--- src/rtl/sync_fifo_prog.sv ---
`default_nettype none
// ============================================================================
// Module   : sync_fifo_prog
// Brief    : Single-clock FIFO with programmable almost-full/almost-empty
//            thresholds, occupancy count and sticky overflow/underflow flags.
//            Define SYNC_FIFO_FWFT_EN for first-word-fall-through reads;
//            otherwise reads are registered with one cycle of latency.
// Revision : 1.0 - initial release
// ============================================================================
module sync_fifo_prog #(
    parameter int Data_Width = 8,
    parameter int Depth      = 256,
    parameter int Addr_Width = 8
) (
    input  logic                  clk,
    input  logic                  rstn,
    input  logic                  wr_en,
    input  logic [Data_Width-1:0] data_in,
    input  logic                  rd_en,
    output logic [Data_Width-1:0] data_out,
    output logic                  full,
    output logic                  empty,
    input  logic [Addr_Width:0]   af_thresh,
    input  logic [Addr_Width:0]   ae_thresh,
    output logic                  almost_full,
    output logic                  almost_empty,
    output logic [Addr_Width:0]   count,
    output logic                  overflow,
    output logic                  underflow,
    input  logic                  clr_err
);

    localparam logic [Addr_Width:0] c_depth = (Addr_Width + 1)'(Depth);

    logic [Data_Width-1:0] r_mem [Depth];
    logic [Addr_Width:0]   r_wr_ptr;
    logic [Addr_Width:0]   r_rd_ptr;
    logic                  r_overflow;
    logic                  r_underflow;

    logic [Addr_Width:0]   w_count;
    logic                  w_full;
    logic                  w_empty;
    logic                  w_wr_accept;
    logic                  w_rd_accept;
    logic [Data_Width-1:0] w_head;

    // The extra pointer MSB disambiguates full from empty when the
    // address bits coincide.
    assign w_count     = r_wr_ptr - r_rd_ptr;
    assign w_full      = (w_count == c_depth);
    assign w_empty     = (w_count == '0);
    assign w_wr_accept = wr_en && !w_full;
    assign w_rd_accept = rd_en && !w_empty;
    assign w_head      = r_mem[r_rd_ptr[Addr_Width-1:0]];

    always_ff @(posedge clk or negedge rstn) begin
        if (!rstn) begin
            r_wr_ptr <= '0;
            r_rd_ptr <= '0;
        end else begin
            if (w_wr_accept) begin
                r_wr_ptr <= r_wr_ptr + 1'b1;
            end
            if (w_rd_accept) begin
                r_rd_ptr <= r_rd_ptr + 1'b1;
            end
        end
    end

    always_ff @(posedge clk) begin
        if (w_wr_accept) begin
            r_mem[r_wr_ptr[Addr_Width-1:0]] <= data_in;
        end
    end

    // A new error event in the same cycle as clr_err keeps the flag set.
    always_ff @(posedge clk or negedge rstn) begin
        if (!rstn) begin
            r_overflow  <= 1'b0;
            r_underflow <= 1'b0;
        end else begin
            if (wr_en && w_full) begin
                r_overflow <= 1'b1;
            end else if (clr_err) begin
                r_overflow <= 1'b0;
            end
            if (rd_en && w_empty) begin
                r_underflow <= 1'b1;
            end else if (clr_err) begin
                r_underflow <= 1'b0;
            end
        end
    end

`ifdef SYNC_FIFO_FWFT_EN
    assign data_out = w_empty ? '0 : w_head;
`else
    logic [Data_Width-1:0] r_data_out;

    always_ff @(posedge clk or negedge rstn) begin
        if (!rstn) begin
            r_data_out <= '0;
        end else if (w_rd_accept) begin
            r_data_out <= w_head;
        end
    end

    assign data_out = r_data_out;
`endif

    assign full         = w_full;
    assign empty        = w_empty;
    assign count        = w_count;
    assign almost_full  = (w_count >= af_thresh);
    assign almost_empty = (w_count <= ae_thresh);
    assign overflow     = r_overflow;
    assign underflow    = r_underflow;

endmodule
`default_nettype wire

--- config.mk ---
export PLATFORM = sky130hd
export DESIGN_NAME = sync_fifo_prog
export DESIGN_NICKNAME = d
export VERILOG_FILES = /design/src/rtl/sync_fifo_prog.sv
export SDC_FILE = /design/constraint.sdc
export NUM_CORES = 2
export LEC_CHECK = 0
export ABC_AREA = 1
export BUFFER_PORTS_ARGS = -buffer_cell sky130_fd_sc_hd__buf_2
export CAP_MARGIN = 30
export CORE_MARGIN = 3
export CORE_UTILIZATION = 57
export CTS_CLUSTER_SIZE = 30
export DETAILED_ROUTE_END_ITERATION = 6
export GPL_ROUTABILITY_DRIVEN = 0
export PLACE_DENSITY = 0.76
export SLEW_MARGIN = 30
export SYNTH_ARGS = -nofsm -noshare
export SYNTH_HDL_FRONTEND = slang
export SYNTH_SLANG_ARGS = --single-unit
--- constraint.sdc ---
create_clock -name clk -period 3.6 [get_ports clk]
set_clock_uncertainty 0.05 [all_clocks]
set_input_delay 0.36 -clock clk [delete_from_list [all_inputs] [get_ports clk]]
set_output_delay 0.36 -clock clk [all_outputs]
set_load 0.005 [all_outputs]
==> flow_results.xml <==
<?xml version="1.0" encoding="UTF-8"?>
<metrics>
  <group name="sta">
    <metric name="timing.fmax" unit="MHz">255</metric>
    <metric name="hold_viol" unit="">0</metric>
    <metric name="final_min_period_over_clock_period" unit="">1.09</metric>
    <metric name="grt_setup_unrepaired" unit="">true</metric>
    <metric name="layout_min_cycle_time" unit="ns">3.91</metric>
    <metric name="setup_ws" unit="ns">-0.315</metric>
    <metric name="number_of_failing_setup_endpoints_in_the_final_timing_report" unit="">4</metric>
    <metric name="max_slew_margin" unit="">0.291</metric>
    <metric name="worstMarginPinSlew" unit="ns">1.06</metric>
    <metric name="maxSlewViolCount" unit="">0</metric>
  </group>
  <group name="floorplan">
    <metric name="core_region_area" unit="sq um">152000</metric>
    <metric name="initial_core_util" unit="">0.576</metric>
    <metric name="ios" unit="">54</metric>
    <metric name="die_h" unit="um">398</metric>
    <metric name="core.rowCount" unit="">143</metric>
    <metric name="die_width" unit="um">398</metric>
    <metric name="floorplan.die_area" unit="sq um">158000</metric>
  </group>
  <group name="synth">
    <metric name="postSynthRegisterBits" unit="">2076</metric>
    <metric name="yosys.area.top_type" unit="">edfxtp_1</metric>
    <metric name="asyncSetResetFlopFracSynth" unit="">0.0135</metric>
    <metric name="syn_nets" unit="">8176</metric>
    <metric name="post_synth_inst_count" unit="">8116</metric>
    <metric name="synthesis.yosys.warnings" unit="">0</metric>
    <metric name="average_instance_area_after_synthesis" unit="sq um">10.8</metric>
    <metric name="synth_enable_flop_cells" unit="">2048</metric>
    <metric name="synth_top_cells_by_area" unit="">edfxtp_1, nand2_1, nor2_1</metric>
    <metric name="synth_top_area_frac" unit="">0.702</metric>
    <metric name="netlist_cell_types" unit="">33</metric>
    <metric name="mappedNetlistArea" unit="sq um">87600</metric>
    <metric name="ys.flop_type" unit="">edfxtp_1</metric>
    <metric name="seq_area_frac_synth" unit="">0.710</metric>
  </group>
  <group name="min_path">
    <metric name="hold-path-endpoint" unit="">r_mem[4][2]</metric>
    <metric name="timing.hold.worst.class" unit="">in2reg</metric>
    <metric name="hold-path-cell-count" unit="">1</metric>
    <metric name="source_of_the_worst_hold_timing_path" unit="">data_in[2]</metric>
  </group>
  <group name="power">
    <metric name="fin_total_pwr" unit="uW">75900</metric>
    <metric name="leakage" unit="uW">0.0367</metric>
    <metric name="peakVddDrop" unit="mV">1.07</metric>
    <metric name="pwr-share-clk" unit="">0.265</metric>
    <metric name="power_switching" unit="uW">29300</metric>
    <metric name="power.share.combinational" unit="">0.378</metric>
    <metric name="pwr_density_cell" unit="nW/um^2">775</metric>
    <metric name="share_seq_of_total_power" unit="">0.358</metric>
    <metric name="internal_power" unit="uW">46600</metric>
    <metric name="switching_share" unit="">0.386</metric>
  </group>
  <group name="job">
    <metric name="drv_cap" unit="">0</metric>
  </group>
  <group name="drt">
    <metric name="firstDrtPassIters" unit="">7</metric>
    <metric name="detail_route.wirelength" unit="mm">235</metric>
    <metric name="routedWlPerCell" unit="um">22.8</metric>
    <metric name="num_vias" unit="">60900</metric>
    <metric name="drt_iter0_drc" unit="">8553</metric>
    <metric name="route.antenna.remaining_nets" unit="">0</metric>
    <metric name="post_route_drc" unit="">3</metric>
    <metric name="viasPerCell" unit="">5.90</metric>
  </group>
  <group name="critical_path">
    <metric name="worst_r2r_dst" unit="">r_mem[58][7]</metric>
    <metric name="cp_max_fo" unit="">3</metric>
    <metric name="crit_path_category" unit="">reg2out</metric>
    <metric name="r2r_setup_slack" unit="ns">0.04</metric>
    <metric name="worstSetupEndpointType" unit="">output port</metric>
    <metric name="worstSetupStartpointType" unit="">flop</metric>
    <metric name="reg2reg_from" unit="">r_rd_ptr[0]</metric>
    <metric name="worst_ep_required_time" unit="ns">3.19</metric>
    <metric name="cp_data_arrival_time" unit="ns">3.50</metric>
    <metric name="reg2reg_depth" unit="">14</metric>
  </group>
  <group name="cells_and_area">
    <metric name="layout.nets" unit="">8194</metric>
    <metric name="share_of_layout_cells_above_drive_strength_1" unit="">0.0890</metric>
    <metric name="finish.utilization" unit="">0.643</metric>
    <metric name="flow.area_growth_from_synthesis" unit="%">11.8</metric>
  </group>
  <group name="placed_design">
    <metric name="port-buffer-count" unit="">53</metric>
    <metric name="detailedPlacementHpwl" unit="mm">135</metric>
  </group>
  <group name="clock_network">
    <metric name="cts_root_buf" unit="">clkbuf_16</metric>
    <metric name="cts_buffer_depth" unit="">3</metric>
    <metric name="tritoncts_num_sinks" unit="">2076</metric>
    <metric name="clk_pin_slew" unit="ns">0.06</metric>
    <metric name="cts_tree" unit="">done</metric>
    <metric name="numCtsBuffers" unit="">197</metric>
    <metric name="h_tree_depth" unit="">4</metric>
    <metric name="clock_latency" unit="ns">0.82</metric>
  </group>
  <group name="global_routing">
    <metric name="grt_first_pass_wirelength" unit="mm">352</metric>
    <metric name="globalRouteTotalUtil" unit="">0.295</metric>
    <metric name="pin_count_of_the_biggest_net_entering_global_routing" unit="">188</metric>
    <metric name="number_of_global_route_vias_before_repair" unit="">59100</metric>
    <metric name="antenna_found_initial" unit="">3</metric>
    <metric name="global_route.overflow_total" unit="">0</metric>
  </group>
  <group name="run_status">
    <metric name="failed_checks" unit="">design-rule violations, negative setup slack</metric>
    <metric name="status" unit="">finished, violations left</metric>
  </group>
</metrics>
## cell families after synthesis
| group | share of synthesized area |
|---|---|
| and+or+nand+nor | 0.191 |
| DFF | 0.710 |
| buffers and inverters | 0.0483 |
| AOI/OAI and AO/OA | 0.0453 |
| adders and majority gates | 0.00423 |
| xor gates and xnor gates | 0.00170 |
## layer usage
metal,wire (um),track usage,up-vias
met5,16,0,-
met4,12700,0.152,2
met1,85900,0.381,29100
li1,-,-,27300
met2,109000,0.464,3881
met3,27900,0.0747,673
## placed cells by master (no fill, tap or decap), drive strengths merged
master / Yosys / layout
a21o: 1 / 1
dlygate4sd3: 0 / 5
ha: 28 / 28
edfxtp: 2048 / 2048
buf: 259 / 282
diode: 0 / 1
nand3b: 2 / 2
fa: 1 / 1
nor3: 8 / 8
nor2: 1416 / 1416
inv: 553 / 556
bufinv: 0 / 12
o21a: 2 / 2
clkinv: 14 / 95
or2: 15 / 15
clkbuf: 209 / 258
nand3: 679 / 679
o211ai: 60 / 60
dfrtp: 28 / 28
and3: 5 / 5
a31oi: 2 / 2
clkinvlp: 0 / 7
o22ai: 18 / 18
xnor2: 3 / 3
o21ai: 597 / 597
nand2: 2071 / 2071
a21oi: 76 / 76
nand4: 7 / 7
xor2: 14 / 14
## final cells by class
type	count	area, sq um
fill	10900	54300
tap	2030	2540
timing repair buffer	287	3040
clock inverter	103	895
clock buffer	258	5360
inverter	567	2150
sequential	2076	62200
multi-input combinational	5005	21700
antenna	1	2.50
## Yosys cell counts, types with 4 or more instances
| library cell | n |
|---|---|
| o22ai_1 | 18 |
| nor3_1 | 8 |
| buf_6 | 4 |
| o21ai_0 | 501 |
| buf_2 | 196 |
| edfxtp_1 | 2048 |
| dfrtp_1 | 28 |
| a21oi_1 | 76 |
| nor2_1 | 1416 |
| clkbuf_1 | 206 |
| xor2_1 | 14 |
| inv_1 | 550 |
| ha_1 | 28 |
| and3_1 | 5 |
| nand4_1 | 7 |
| nand3_1 | 677 |
| o211ai_1 | 60 |
| clkinv_1 | 14 |
| buf_4 | 18 |
| nand2_1 | 2071 |
| or2_2 | 12 |
| buf_1 | 41 |
| o21ai_1 | 96 |
## registers in the layout, summed over array words and instances, names as in the netlist
signal,count
underflow,1
r_mem,2048
overflow,1
data_out,8
r_wr_ptr,9
r_rd_ptr,9
## per-stage QoR
| stage | hold slack (ns) | area [sq um] | std cells | worst slack [ns] | setup TNS [ns] |
|---|---|---|---|---|---|
| 2_1_floorplan | 0.0144 | 87600 | 8116 | 0.0879 | 0 |
| 3_3_place_gp | 0.391 | 91000 | 9940 | 0.0327 | 0 |
| 3_5_place_dp | 0.398 | 91000 | 9940 | 0.0732 | 0 |
| 4_1_cts | 0.00286 | 97500 | 10300 | -0.318 | -0.619 |
| 5_1_grt | -0.00519 | 97900 | 10300 | -0.422 | -10.74 |
| 6_report | 0.00249 | 97900 | 10300 | -0.315 | -0.722 |
## how the worst max path moves through the flow
stage / endpoint / slack (ns) / startpoint / cells past startpoint
finish: almost_empty / -0.31 / r_rd_ptr[0] / 16
floorplan: r_mem[127][0] / 0.09 / r_rd_ptr[2] / 15
global placement: r_mem[166][0] / 0.03 / r_rd_ptr[0] / 15
CTS: almost_empty / -0.32 / r_rd_ptr[0] / 16
global route: almost_empty / -0.42 / r_rd_ptr[0] / 17
detailed placement: r_mem[1][4] / 0.07 / r_rd_ptr[0] / 15
## repair_timing
action | in CTS | in global routing
setup buffers | 13 | 6
gates cloned | 0 | 0
endpoints found under the hold margin | 52 | 0
setup endpoints to repair | 4 | 951
hold buffers | 5 | 0
gates resized for setup | 29 | 129
pin swaps | 15 | 18
## worst max-delay path: stages (launching register included)
cell and delay [ns]:
dfrtp_4 0.49, ha_4 0.17, fa_2 0.36, inv_2 0.09, nand3_2 0.08, nand2_4 0.11, xnor2_4 0.13, inv_2 0.07
buf_6 0.12, ha_4 0.27, nand2_2 0.07, nor3_2 0.14, o21a_1 0.14, o21ai_1 0.06, a31oi_1 0.17, o22ai_1 0.08
buf_2 0.13
## power by group through the flow
stage / Clock (uW) / Combinational [uW] / Sequential (uW)
final: 20100 / 28700 / 27200
after global routing: 21200 / 30900 / 27200
after detailed placement: 0 / 26700 / 27700
after global placement: 0 / 26300 / 27600
after floorplan: 0 / 17000 / 27600
after CTS: 20200 / 27500 / 27100
(Power assumes the default switching activity.)
